**config.mk**
```make
export PLATFORM = sky130hd
export DESIGN_NAME = svm_ddag_sequencer_flat
export DESIGN_NICKNAME = d
export VERILOG_FILES = /design/src/rtl/svm_ddag_pkg.sv /design/src/rtl/svm_ddag_sequencer_if.sv /design/src/rtl/svm_coeff_rom.sv /design/src/rtl/svm_ddag_sequencer.sv /design/src/flat_wrapper.sv
export SDC_FILE = /design/constraint.sdc
export NUM_CORES = 1
export LEC_CHECK = 0
export CAP_MARGIN = 20
export CELL_PAD_IN_SITES_DETAIL_PLACEMENT = 1
export CELL_PAD_IN_SITES_GLOBAL_PLACEMENT = 2
export CORE_MARGIN = 2
export CORE_UTILIZATION = 30
export DETAILED_ROUTE_END_ITERATION = 10
export PLACE_DENSITY_LB_ADDON = 0.1
export SYNTH_ARGS = -nofsm -noshare
export SYNTH_HDL_FRONTEND = slang
export SYNTH_SLANG_ARGS = --single-unit
```
**constraint.sdc**
```tcl
create_clock -name clk -period 9.4 [get_ports clk]
set_input_delay 2.82 -clock clk [delete_from_list [all_inputs] [get_ports clk]]
set_output_delay 2.82 -clock clk [all_outputs]
set_load 0.05 [all_outputs]
```
**src/rtl/svm_ddag_pkg.sv**
```systemverilog
// Shared types and helpers for the DDAG SVM sequencer.
// State enum, pair arithmetic, width helpers, coefficient generator.
package svm_ddag_pkg;

  typedef enum logic [1:0] {
    IDLE,
    EVAL,
    DONE
  } state_e;

  function automatic int n_pairs(int n);
    return n * (n - 1) / 2;
  endfunction

  // Row of pair (i,j), i<j: rows for lower class i are
  // listed with j descending from n-1.
  function automatic int pair_index(int i, int j, int n);
    int s;
    s = 0;
    for (int k = 0; k < i; k++) s += n - 1 - k;
    return s + (n - 1 - j);
  endfunction

  // Never returns 0 so a single-pair build keeps a 1-bit index.
  function automatic int clog2_min1(int v);
    return (v <= 2) ? 1 : $clog2(v);
  endfunction

  function automatic int cls_w(int n);
    return clog2_min1(n);
  endfunction

  function automatic int idx_w(int n);
    return clog2_min1(n_pairs(n));
  endfunction

  // Generated coefficient pattern; f = N_FEATURES selects the bias.
  function automatic logic [31:0] coeff_hash(int idx, int f);
    logic [31:0] x;
    x = 32'(idx) * 32'd40503 + 32'(f) * 32'd977 + 32'd12345;
    return x ^ (x >> 7);
  endfunction

endpackage

```
**src/rtl/svm_ddag_sequencer_if.sv**
```systemverilog
// Control/data bundle between the DDAG sequencer and its user.
// master: drives start/abort/svm_*; slave: drives pair, coeffs, result.
interface svm_ddag_sequencer_if #(
  parameter int N_CLASSES  = 10,
  parameter int N_FEATURES = 16,
  parameter int WEIGHT_W   = 8,
  parameter int BIAS_W     = 16
);
  import svm_ddag_pkg::*;

  localparam int CLS_W = cls_w(N_CLASSES);
  localparam int IDX_W = idx_w(N_CLASSES);

  logic                           start;
  logic                           abort;
  logic                           svm_ready;
  logic                           svm_class;
  logic                           busy;
  logic [IDX_W-1:0]               pair_idx;
  logic [CLS_W-1:0]               pair_lo;
  logic [CLS_W-1:0]               pair_hi;
  logic [WEIGHT_W*N_FEATURES-1:0] weight;
  logic [BIAS_W-1:0]              bias;
  logic                           ready;
  logic [CLS_W-1:0]               winner;

  modport master (
    output start, abort, svm_ready, svm_class,
    input  busy, pair_idx, pair_lo, pair_hi,
    input  weight, bias, ready, winner
  );

  modport slave (
    input  start, abort, svm_ready, svm_class,
    output busy, pair_idx, pair_lo, pair_hi,
    output weight, bias, ready, winner
  );

endinterface

```
**src/rtl/svm_coeff_rom.sv**
```systemverilog
// Coefficient ROM: pair row -> packed signed weights and bias.
// idx_i: row; weight_o: N_FEATURES x WEIGHT_W; bias_o: BIAS_W.
module svm_coeff_rom
  import svm_ddag_pkg::*;
#(
  parameter int N_PAIRS    = 45,
  parameter int N_FEATURES = 16,
  parameter int WEIGHT_W   = 8,
  parameter int BIAS_W     = 16
) (
  input  logic [clog2_min1(N_PAIRS)-1:0]  idx_i,
  output logic [WEIGHT_W*N_FEATURES-1:0] weight_o,
  output logic [BIAS_W-1:0]              bias_o
);

  // Rows past the table read as zero.
  always_comb begin
    weight_o = '0;
    bias_o   = '0;
    if (int'(idx_i) < N_PAIRS) begin
      for (int f = 0; f < N_FEATURES; f++) begin
        weight_o[f*WEIGHT_W +: WEIGHT_W] =
          WEIGHT_W'(coeff_hash(int'(idx_i), f));
      end
      bias_o = BIAS_W'(coeff_hash(int'(idx_i), N_FEATURES));
    end
  end

endmodule

```
**src/rtl/svm_ddag_sequencer.sv**
```systemverilog
// N-class one-vs-one DDAG walker for a shared sequential SVM MAC.
// clk/rst: clock, sync active-high reset; bus: slave side of the bundle.
module svm_ddag_sequencer
  import svm_ddag_pkg::*;
#(
  parameter int N_CLASSES  = 10,
  parameter int N_FEATURES = 16,
  parameter int WEIGHT_W   = 8,
  parameter int BIAS_W     = 16
) (
  input logic                 clk,
  input logic                 rst,
  svm_ddag_sequencer_if.slave bus
);

  localparam int CLS_W   = cls_w(N_CLASSES);
  localparam int IDX_W   = idx_w(N_CLASSES);
  localparam int N_PAIRS = n_pairs(N_CLASSES);

  localparam logic [CLS_W-1:0] HI0    = CLS_W'(N_CLASSES - 1);
  localparam logic [IDX_W-1:0] STRIDE = IDX_W'(N_CLASSES - 1);

  if (N_CLASSES < 2) begin : g_bad_n
    $error("svm_ddag_sequencer: N_CLASSES must be >= 2");
  end

  state_e           state_q, state_d;
  logic [CLS_W-1:0] lo_q, lo_d;
  logic [CLS_W-1:0] hi_q, hi_d;
  logic [IDX_W-1:0] idx_q, idx_d;
  logic [CLS_W-1:0] win_q, win_d;
  logic             last;

  logic [WEIGHT_W*N_FEATURES-1:0] rom_weight;
  logic [BIAS_W-1:0]              rom_bias;

  assign last = (hi_q - lo_q) == CLS_W'(1);

  always_ff @(posedge clk) begin
    if (rst) begin
      state_q <= IDLE;
      lo_q    <= '0;
      hi_q    <= HI0;
      idx_q   <= '0;
      win_q   <= '0;
    end else begin
      state_q <= state_d;
      lo_q    <= lo_d;
      hi_q    <= hi_d;
      idx_q   <= idx_d;
      win_q   <= win_d;
    end
  end

  // Counters return to pair 0 whenever EVAL is left, so
  // IDLE/DONE present row 0 and the index never overruns.
  always_comb begin
    state_d = state_q;
    lo_d    = lo_q;
    hi_d    = hi_q;
    idx_d   = idx_q;
    win_d   = win_q;
    unique case (state_q)
      IDLE: begin
        if (bus.start) state_d = EVAL;
      end
      EVAL: begin
        if (bus.abort) begin
          state_d = IDLE;
          lo_d    = '0;
          hi_d    = HI0;
          idx_d   = '0;
        end else if (bus.svm_ready) begin
          if (last) begin
            state_d = DONE;
            win_d   = bus.svm_class ? hi_q : lo_q;
            lo_d    = '0;
            hi_d    = HI0;
            idx_d   = '0;
          end else if (bus.svm_class) begin
            // Skip the rest of lo's rows: N-1-lo of them.
            lo_d  = lo_q + 1'b1;
            idx_d = idx_q + STRIDE - IDX_W'(lo_q);
          end else begin
            hi_d  = hi_q - 1'b1;
            idx_d = idx_q + 1'b1;
          end
        end
      end
      DONE: begin
        state_d = IDLE;
      end
      default: begin
        state_d = IDLE;
      end
    endcase
  end

  svm_coeff_rom #(
    .N_PAIRS   (N_PAIRS),
    .N_FEATURES(N_FEATURES),
    .WEIGHT_W  (WEIGHT_W),
    .BIAS_W    (BIAS_W)
  ) u_rom (
    .idx_i   (idx_q),
    .weight_o(rom_weight),
    .bias_o  (rom_bias)
  );

  assign bus.busy     = (state_q == EVAL);
  assign bus.ready    = (state_q == DONE);
  assign bus.pair_idx = idx_q;
  assign bus.pair_lo  = lo_q;
  assign bus.pair_hi  = hi_q;
  assign bus.winner   = win_q;
  assign bus.weight   = rom_weight;
  assign bus.bias     = rom_bias;

  a_pair_idx : assert property (@(posedge clk) disable iff (rst)
    (state_q == EVAL) |-> (lo_q < hi_q &&
      int'(idx_q) == pair_index(int'(lo_q), int'(hi_q), N_CLASSES)));

endmodule

```
**src/flat_wrapper.sv**
```systemverilog
// flat-port wrapper written by rule: the top's interface ports become plain ports
module svm_ddag_sequencer_flat import svm_ddag_pkg::*;
#(
  parameter int N_CLASSES  = 10,
  parameter int N_FEATURES = 16,
  parameter int WEIGHT_W   = 8,
  parameter int BIAS_W     = 16
)
  (clk, rst, bus_start, bus_abort, bus_svm_ready, bus_svm_class, bus_busy, bus_pair_idx, bus_pair_lo, bus_pair_hi, bus_weight, bus_bias, bus_ready, bus_winner);
  svm_ddag_sequencer_if #(.N_CLASSES(N_CLASSES), .N_FEATURES(N_FEATURES), .WEIGHT_W(WEIGHT_W), .BIAS_W(BIAS_W)) bus_i ();
  input logic clk;
  input logic rst;
  input wire logic [$bits(bus_i.start)-1:0] bus_start;
  input wire logic [$bits(bus_i.abort)-1:0] bus_abort;
  input wire logic [$bits(bus_i.svm_ready)-1:0] bus_svm_ready;
  input wire logic [$bits(bus_i.svm_class)-1:0] bus_svm_class;
  output wire logic [$bits(bus_i.busy)-1:0] bus_busy;
  output wire logic [$bits(bus_i.pair_idx)-1:0] bus_pair_idx;
  output wire logic [$bits(bus_i.pair_lo)-1:0] bus_pair_lo;
  output wire logic [$bits(bus_i.pair_hi)-1:0] bus_pair_hi;
  output wire logic [$bits(bus_i.weight)-1:0] bus_weight;
  output wire logic [$bits(bus_i.bias)-1:0] bus_bias;
  output wire logic [$bits(bus_i.ready)-1:0] bus_ready;
  output wire logic [$bits(bus_i.winner)-1:0] bus_winner;
  assign bus_i.start = bus_start;
  assign bus_i.abort = bus_abort;
  assign bus_i.svm_ready = bus_svm_ready;
  assign bus_i.svm_class = bus_svm_class;
  assign bus_busy = bus_i.busy;
  assign bus_pair_idx = bus_i.pair_idx;
  assign bus_pair_lo = bus_i.pair_lo;
  assign bus_pair_hi = bus_i.pair_hi;
  assign bus_weight = bus_i.weight;
  assign bus_bias = bus_i.bias;
  assign bus_ready = bus_i.ready;
  assign bus_winner = bus_i.winner;
  svm_ddag_sequencer #(.N_CLASSES(N_CLASSES), .N_FEATURES(N_FEATURES), .WEIGHT_W(WEIGHT_W), .BIAS_W(BIAS_W)) u_core (.clk(clk), .rst(rst), .bus(bus_i));
endmodule
```
==> impl_metrics.tcl, run 1 <==
set metrics [dict create \
    status "completed" \
    ys.flop_type "dfxtp_1" \
    p_leak_nw 4.95 \
    regArea_um2 402 \
    vias 8004 \
    final_cell_mix "nor2_1 (175), xnor2_1 (151), buf_12 (122), xor2_1 (86), a21oi_1 (78)" \
    syn_to_final_growth_pct 43.6 \
    r2r_start "u_core.bus.pair_lo[1]$_SDFFE_PP0P_" \
    hold_end "u_core.state_q[0]$_SDFFE_PP0P_" \
    cts-hold-fix-buffers 0 \
    combPwrFrac_pct 92.1 \
    crit_path_frequent_cell "inv_1" \
    critPathLaunchType "flip-flop" \
    ys_warn_count 0 \
    maxCapViolCount 0 \
    tritoncts "done" \
    viasPerCell 5.16 \
    final_common_cell "nor2_1" \
    hold_viol 0 \
    min_period_ps 8810 \
    cp.required_ps 6580 \
    syn_nets 1179 \
    switching_power_mw 1.46 \
    coreArea_um2 25800 \
    avgSynthCellArea_um2 7.24 \
    swShare_pct 55.3 \
    synth_edf_count 0 \
    dp_hpwl_um 26800 \
    grt_pass1_wl_um 50300 \
    grt_start_max_net_pins 65 \
    rsz0062_at_grt "no" \
    die_width_um 165 \
    seq_power_share_pct 3.3 \
    grt.overflow.total 0 \
    r2r_end "u_core.bus.pair_lo[3]$_SDFFE_PP0P_" \
    crit_buf_inv 5 \
    yosysUniqueCellTypes 76 \
    netlist.area_leader.share_pct 17.0 \
    slowest_delay_ps 550 \
    slowest_stage "fa_1" \
    syn_inst 1080 \
    worst_setup_path_end_kind "output port" \
    avgRoutedWirePerCell_um 21.1 \
    num-nets-final 1317 \
    antennaDiodeCount 0 \
    synthTopCellsByArea "xnor2_1 (17%), ha_1 (12%), xor2_1 (9.6%)" \
    drt-pass1-iter-count 5 \
    slew_headroom_pct 36.0 \
    power.internal_mw 1.18 \
    grt_use_total_pct 23.9 \
    rrSetupSlack_ps 6380 \
    clockBufferDepth 2 \
    crit_chain "inv_1 -> ha_1 -> inv_1 -> fa_1 -> inv_1 -> fa_1 -> inv_1 -> ha_1 -> and3_1 -> a221oi_2 -> mux2i_1 -> nand2_1 -> nand2_1 -> nor2_1 -> a21oi_1 -> xnor2_1 -> mux2i_1 -> buf_12" \
    clkSinkCount 20 \
    clkTransAtPathRegs_ps 60 \
    drv_slew 0 \
    vdd_drop_max_mv 0.230 \
    post-route-period-util_pct 93.8 \
    ys_ff_latch 20 \
    hold_path_depth 1 \
    r2r_cells 11 \
    dieArea_um2 27400 \
    drive_gt1_share_pct 18.4 \
    synth-async-reset-ratio_pct 0 \
    drc_errors 0 \
    crit_fanout 12 \
    multi_input_area_um2 6970 \
    yosysTopAreaCell "xnor2_1" \
    antenna_found_initial 0 \
    numCtsBuffers 3 \
    ys_seq_area_share_pct 5.12 \
    tightest_slew_ps 960 \
    place_congestion 0.945 \
    fillCellCount 3057 \
    hold_path.class "flip-flop to flip-flop" \
    setup_violations 0 \
    arrival_ps 5990 \
    finClkSkew_ps 1.24 \
    final.setup.tns_ps 0 \
    min_from "u_core.state_q[1]$_SDFFE_PP0P_" \
    power_frac_clock_pct 4.5 \
    wl_um 32800 \
    fmax_ghz 0.113 \
    powerDensity_nw_per_um2 236 \
    die_y_um 165 \
    port_buffers 169 \
    cts_max_level 1 \
    worstSetupPathType "flip-flop to output port" \
    clk_latency_ps 260 \
    ant_nets 0 \
    critPathTopFamily "adder cells" \
    fin_util_pct 43.5 \
    root_buffer "clkbuf_16" \
    num_rows 59 \
    pin_count 170 \
    grt_pass1_vias 8359 \
    netlist_area_um2 7820 \
    initial_utilization_pct 30.3 \
    dr.first_iter.drc_count 335 \
]
-- cells by family (layout without fill, tap and decap cells) --
kind of cell | after synthesis | after routing | share of synthesized area, %
xor+xnor | 255 | 255 | 31.2
flops | 20 | 20 | 5.12
mux | 13 | 13 | 1.66
simple gates | 363 | 363 | 21.4
compound gates | 207 | 207 | 17.3
fa+ha+maj | 93 | 93 | 16.7
buf+inv | 129 | 266 | 6.63
-- state kept, by name, summed over array words and instances (netlist names) --
name,cells
u_core.bus.pair_lo,4
u_core.state_q,2
u_core.bus.pair_idx,6
u_core.bus.winner,4
u_core.bus.pair_hi,4
-- power by group through the flow --
stage / clock network, mW / registers, mW / logic, mW
floorplan: 0 / 0.0952 / 1.34
CTS: 0.123 / 0.0884 / 2.46
detailed placement: 0 / 0.0903 / 2.45
global placement: 0 / 0.0901 / 2.45
finish: 0.120 / 0.0883 / 2.44
global route: 0.126 / 0.0886 / 2.55
-- through the flow --
| step | hold slack [ps] | cells | power (mW) | setup slack [ps] | instance area, µm² |
|---|---|---|---|---|---|
| after floorplan | 404 | 1080 | 1.44 | 44.3 | 7860 |
| after global placement | 420 | 1548 | 2.54 | 821 | 11100 |
| after detailed placement | 443 | 1548 | 2.54 | 753 | 11100 |
| after CTS | 454 | 1552 | 2.67 | 434 | 11200 |
| after global routing | 491 | 1552 | 2.76 | 93.3 | 11200 |
| final | 452 | 1552 | 2.65 | 585 | 11200 |
-- repair_timing --
item,in CTS,in global routing
setup buffers,0,0
endpoints found under the hold margin,0,0
resized for setup,0,1
endpoints found under the setup margin,0,1
-- worst max-delay path by stage --
stage / start / endpoint / slack [ps] / depth (start not counted)
6_report: u_core.bus.pair_idx[4]$_SDFFE_PP0P_ / bus_weight[111] / 590 / 18
3_5_place_dp: u_core.bus.pair_idx[4]$_SDFFE_PP0P_ / bus_weight[4] / 750 / 17
5_1_grt: u_core.bus.pair_idx[4]$_SDFFE_PP0P_ / bus_bias[13] / 90 / 18
3_3_place_gp: u_core.bus.pair_idx[4]$_SDFFE_PP0P_ / bus_weight[4] / 820 / 17
4_1_cts: u_core.bus.pair_idx[4]$_SDFFE_PP0P_ / bus_weight[4] / 430 / 17
2_1_floorplan: u_core.bus.pair_idx[0]$_SDFFE_PP0P_ / bus_bias[7] / 40 / 22
-- metal layers --
layer	global-route usage [%]	vias up	routed length [µm]
met3	1.17	49	1110
met2	43.2	186	16500
li1	-	3870	-
met4	6.54	0	955
met1	31.0	3899	14200
met5	0	-	0
-- worst reg2reg max path: cells and delay by family, from the launching register on --
family | cells | cell delay [ps]
DFF | 1 | 540
AOI/OAI and AO/OA | 3 | 860
xor gates and xnor gates | 1 | 150
buffers and inverters | 1 | 110
and+or+nand+nor | 5 | 960
adders and majority gates | 1 | 270
-- area by class of cell --
type | count | share of cell area, %
Multi-Input combinational cell | 931 | 62.1
Timing Repair Buffer | 197 | 27.5
Clock buffer | 3 | 0.669
Tap cell | 335 | 3.73
Inverter | 65 | 2.17
Sequential cell | 20 | 3.58
Clock inverter | 1 | 0.267
-- cells in the mapped netlist (4+ instances only) --
library cell	count
o2111ai_1	4
o21ai_0	39
dfxtp_1	20
nor2b_1	12
nor3_1	26
xnor2_1	152
xnor2_4	6
xnor2_2	7
nand2b_1	16
o31ai_1	6
fa_1	19
nand4_1	4
nor4_1	4
or2_2	4
a21oi_1	79
and2_1	5
buf_1	4
inv_1	64
a31oi_1	9
mux2i_1	13
a311oi_1	4
buf_2	21
and3_1	7
or3_1	5
clkbuf_1	38
ha_1	74
xor2_1	86
nand3_1	29
a211oi_1	5
a21o_1	18
nand2_1	51
nor2_1	180
o21ai_1	5
(Power assumes the default switching activity.)
==> run 2: changes to the inputs <==
SYNTH_HIERARCHICAL = 1   (was not set)
==> run 2 against run 1 <==
Effect of this change: sequential share of layout area fell by 0.069 points; highest routed layer unchanged; area after synthesis rose by 2.7%; routed wire length fell by 1.0%; clock-buffer cell count did not move; final cell count rose by 0.58%; synthesized cell count rose by 0.93%; sequential cell count did not move; clock skew barely moved; total power fell by 41%; worst hold slack improved by 10 ps; die area rose by 2.6%; first-iteration DRC count rose by 23%.
==> impl_metrics.tcl, run 2 <==
set metrics [dict create \
    grt.overflow.total 0 \
    seq_power_share_pct 5.6 \
    crit_buf_inv 3 \
    die_y_um 168 \
    drt-met1-wl_um 15200 \
    arrival_ps 6180 \
    largest_reg_flops 6 \
    crit_fanout 10 \
    synth_edf_count 0 \
    synth.most_common_cell "nor2_1" \
    switching_power_mw 0.818 \
    combPwrFrac_pct 86.7 \
    cts-hold-fix-buffers 0 \
    setup_violations 0 \
    grt_use_total_pct 22.8 \
    status "completed" \
    clk_latency_ps 250 \
    rsz0062_at_grt "no" \
    ys_seq_area_share_pct 4.99 \
    final.setup.tns_ps 0 \
    cp.required_ps 6580 \
    crit_path_frequent_cell "fa_1" \
    die_width_um 168 \
    synth-async-reset-ratio_pct 0 \
    finClkSkew_ps 1.19 \
    wl_met2_um 15800 \
    grt_pass1_vias 8480 \
    crit_chain "inv_1 -> fa_1 -> fa_1 -> fa_1 -> inv_1 -> ha_1 -> xor2_4 -> ha_1 -> a32oi_1 -> a311oi_2 -> o21ai_2 -> o211ai_2 -> a21oi_2 -> mux2_2 -> o21ai_0 -> nor3b_2 -> buf_12" \
    yosysTopAreaCell "xnor2_1" \
    worst_setup_path_end_kind "output port" \
    vias 8009 \
    ctsResizeCount 0 \
    place_congestion 0.882 \
    wl_met3_um 915 \
    min_period_ps 9000 \
    synthTopCellsByArea "xnor2_1 (17%), ha_1 (12%), xor2_1 (9.2%)" \
    clkTransAtPathRegs_ps 60 \
    avgRoutedWirePerCell_um 20.8 \
    slew_headroom_pct 28.4 \
    antennaDiodeCount 0 \
    tritoncts "done" \
    syn_inst 1090 \
    fmax_ghz 0.111 \
    grt_start_max_net_pins 79 \
    final_common_cell "nor2_1" \
    swShare_pct 52.7 \
    viasPerCell 5.13 \
    drt-pass1-iter-count 5 \
    drive_gt1_share_pct 18.7 \
    critPathTopFamily "adder cells" \
    worstSetupPathType "flip-flop to output port" \
    critPathLaunchType "flip-flop" \
    wl_um 32400 \
    syn_nets 1192 \
    postCtsSetupBuffers 0 \
    p_leak_nw 5.04 \
    pin_count 170 \
    root_buffer "clkbuf_16" \
    coreArea_um2 26100 \
    ys_warn_count 6 \
    avgSynthCellArea_um2 7.36 \
    hold_viol 0 \
    slowest_delay_ps 580 \
    yosysUniqueCellTypes 96 \
    num-nets-final 1329 \
    syn_to_final_growth_pct 42.2 \
    powerDensity_nw_per_um2 136 \
    hold_path.class "flip-flop to flip-flop" \
    ys.flop_type "dfxtp_1" \
    vdd_drop_max_mv 0.0621 \
    tightest_slew_ps 1070 \
    maxCapViolCount 0 \
    num_rows 59 \
    initial_utilization_pct 30.7 \
    ant_nets 0 \
    drv_slew 0 \
    slowest_stage "fa_1" \
    clockBufferDepth 2 \
    drc_errors 0 \
    dp_hpwl_um 26000 \
    ys_ff_latch 20 \
    cts_max_level 1 \
    netlist_area_um2 8030 \
    netlist.area_leader.share_pct 16.9 \
    ys_top_cells_by_count "nor2_1 (180), xnor2_1 (155), xor2_1 (84)" \
    dr.first_iter.drc_count 412 \
    holdWs_ps 463 \
    grt_pass1_wl_um 50600 \
    maxUsedRoutingLayer "met4" \
    clkSinkCount 20 \
    power.internal_mw 0.733 \
    power_frac_clock_pct 7.7 \
    antenna_found_initial 0 \
    numCtsBuffers 3 \
    dieArea_um2 28100 \
    port_buffers 169 \
    final_cell_mix "nor2_1 (179), xnor2_1 (154), buf_12 (129), xor2_1 (84), ha_1 (77)" \
    post-route-period-util_pct 95.7 \
]
-- run 2: cell types whose count changed after synthesis, moves of 4 or more --
cell      delta
a21oi_1     -14
nand2b_1     -5
mux2i_1      -7
inv_1        +7
clkbuf_1     -4
a21o_1       -4
buf_2        -6
nand2_1      +9
a311oi_1     -4
nor4_1       +4
buf_4        +4
-- run 2: worst register-to-register path, cell delays in order, from the launching register on --
cell and delay [ps]:
dfxtp_1 500, inv_1 150, ha_1 300, and3b_1 180
or3_1 390, a2111oi_2 390, buf_4 250, nor3b_4 410
nor2_1 80, a211oi_1 220
-- run 2: through the flow --
step | power, mW | utilization [%] | setup WS, ps | cells | area, µm²
4_1_cts | 1.57 | 43.7 | 353 | 1561 | 11400
5_1_grt | 1.61 | 43.7 | 44.5 | 1561 | 11400
2_1_floorplan | 0.831 | - | 38.9 | 1090 | 8030
3_3_place_gp | 1.44 | 43.2 | 727 | 1556 | 11300
6_report | 1.55 | 43.7 | 404 | 1561 | 11400
3_5_place_dp | 1.44 | 43.3 | 647 | 1557 | 11300
-- run 2: per-layer routing --
layer  track usage, %  vias up
li1                 -     3921
met1             30.0     3891
met2             41.7      167
met3             1.49       30
met4             3.55        0
met5                0        -
-- run 2: cell families after synthesis --
kind of cell	count (synthesis)	synth area share [%]
AND/OR/NAND/NOR	375	22.0
XOR/XNOR	256	30.7
AO/OA/AOI/OAI	204	17.7
buffers and inverters	131	6.83
adder cells (fa/ha/maj)	96	16.7
flip-flops	20	4.99
multiplexers	8	1.03
-- run 2: power groups by stage --
| stage | combinational [mW] | clock [mW] | sequential, mW |
|---|---|---|---|
| floorplan | 0.739 | 0 | 0.0919 |
| global placement | 1.35 | 0 | 0.0889 |
| detailed placement | 1.35 | 0 | 0.0890 |
| CTS | 1.36 | 0.122 | 0.0871 |
| global route | 1.40 | 0.125 | 0.0872 |
| finish | 1.34 | 0.119 | 0.0871 |
-- run 2: area by class of cell --
| cell class | instances | area (µm²) |
|---|---|---|
| flip-flops and latches | 20 | 400 |
| repair buffers | 190 | 3120 |
| well taps | 335 | 419 |
| multi-input cells | 939 | 7100 |
| inverters | 73 | 274 |
| clock buffers | 3 | 75.1 |
| fillers | 3126 | 14700 |
| clock inverters | 1 | 30.0 |
-- run 2: path summary, 6_finish.rpt --
| path | start | endpoint | slack (ps) | cells after the start |
|---|---|---|---|---|
| max | u_core/bus.pair_idx[5]$_SDFFE_PP0P_ | bus_bias[14] | 400 | 17 |
| max reg2reg | u_core/bus.pair_lo[1]$_SDFFE_PP0P_ | u_core/bus.winner[0]$_SDFFE_PP0P_ | 6420 | 9 |
| min | u_core/state_q[1]$_SDFFE_PP0P_ | u_core/state_q[0]$_SDFFE_PP0P_ | 460 | 1 |
| min reg2reg | u_core/state_q[1]$_SDFFE_PP0P_ | u_core/state_q[0]$_SDFFE_PP0P_ | 460 | 1 |
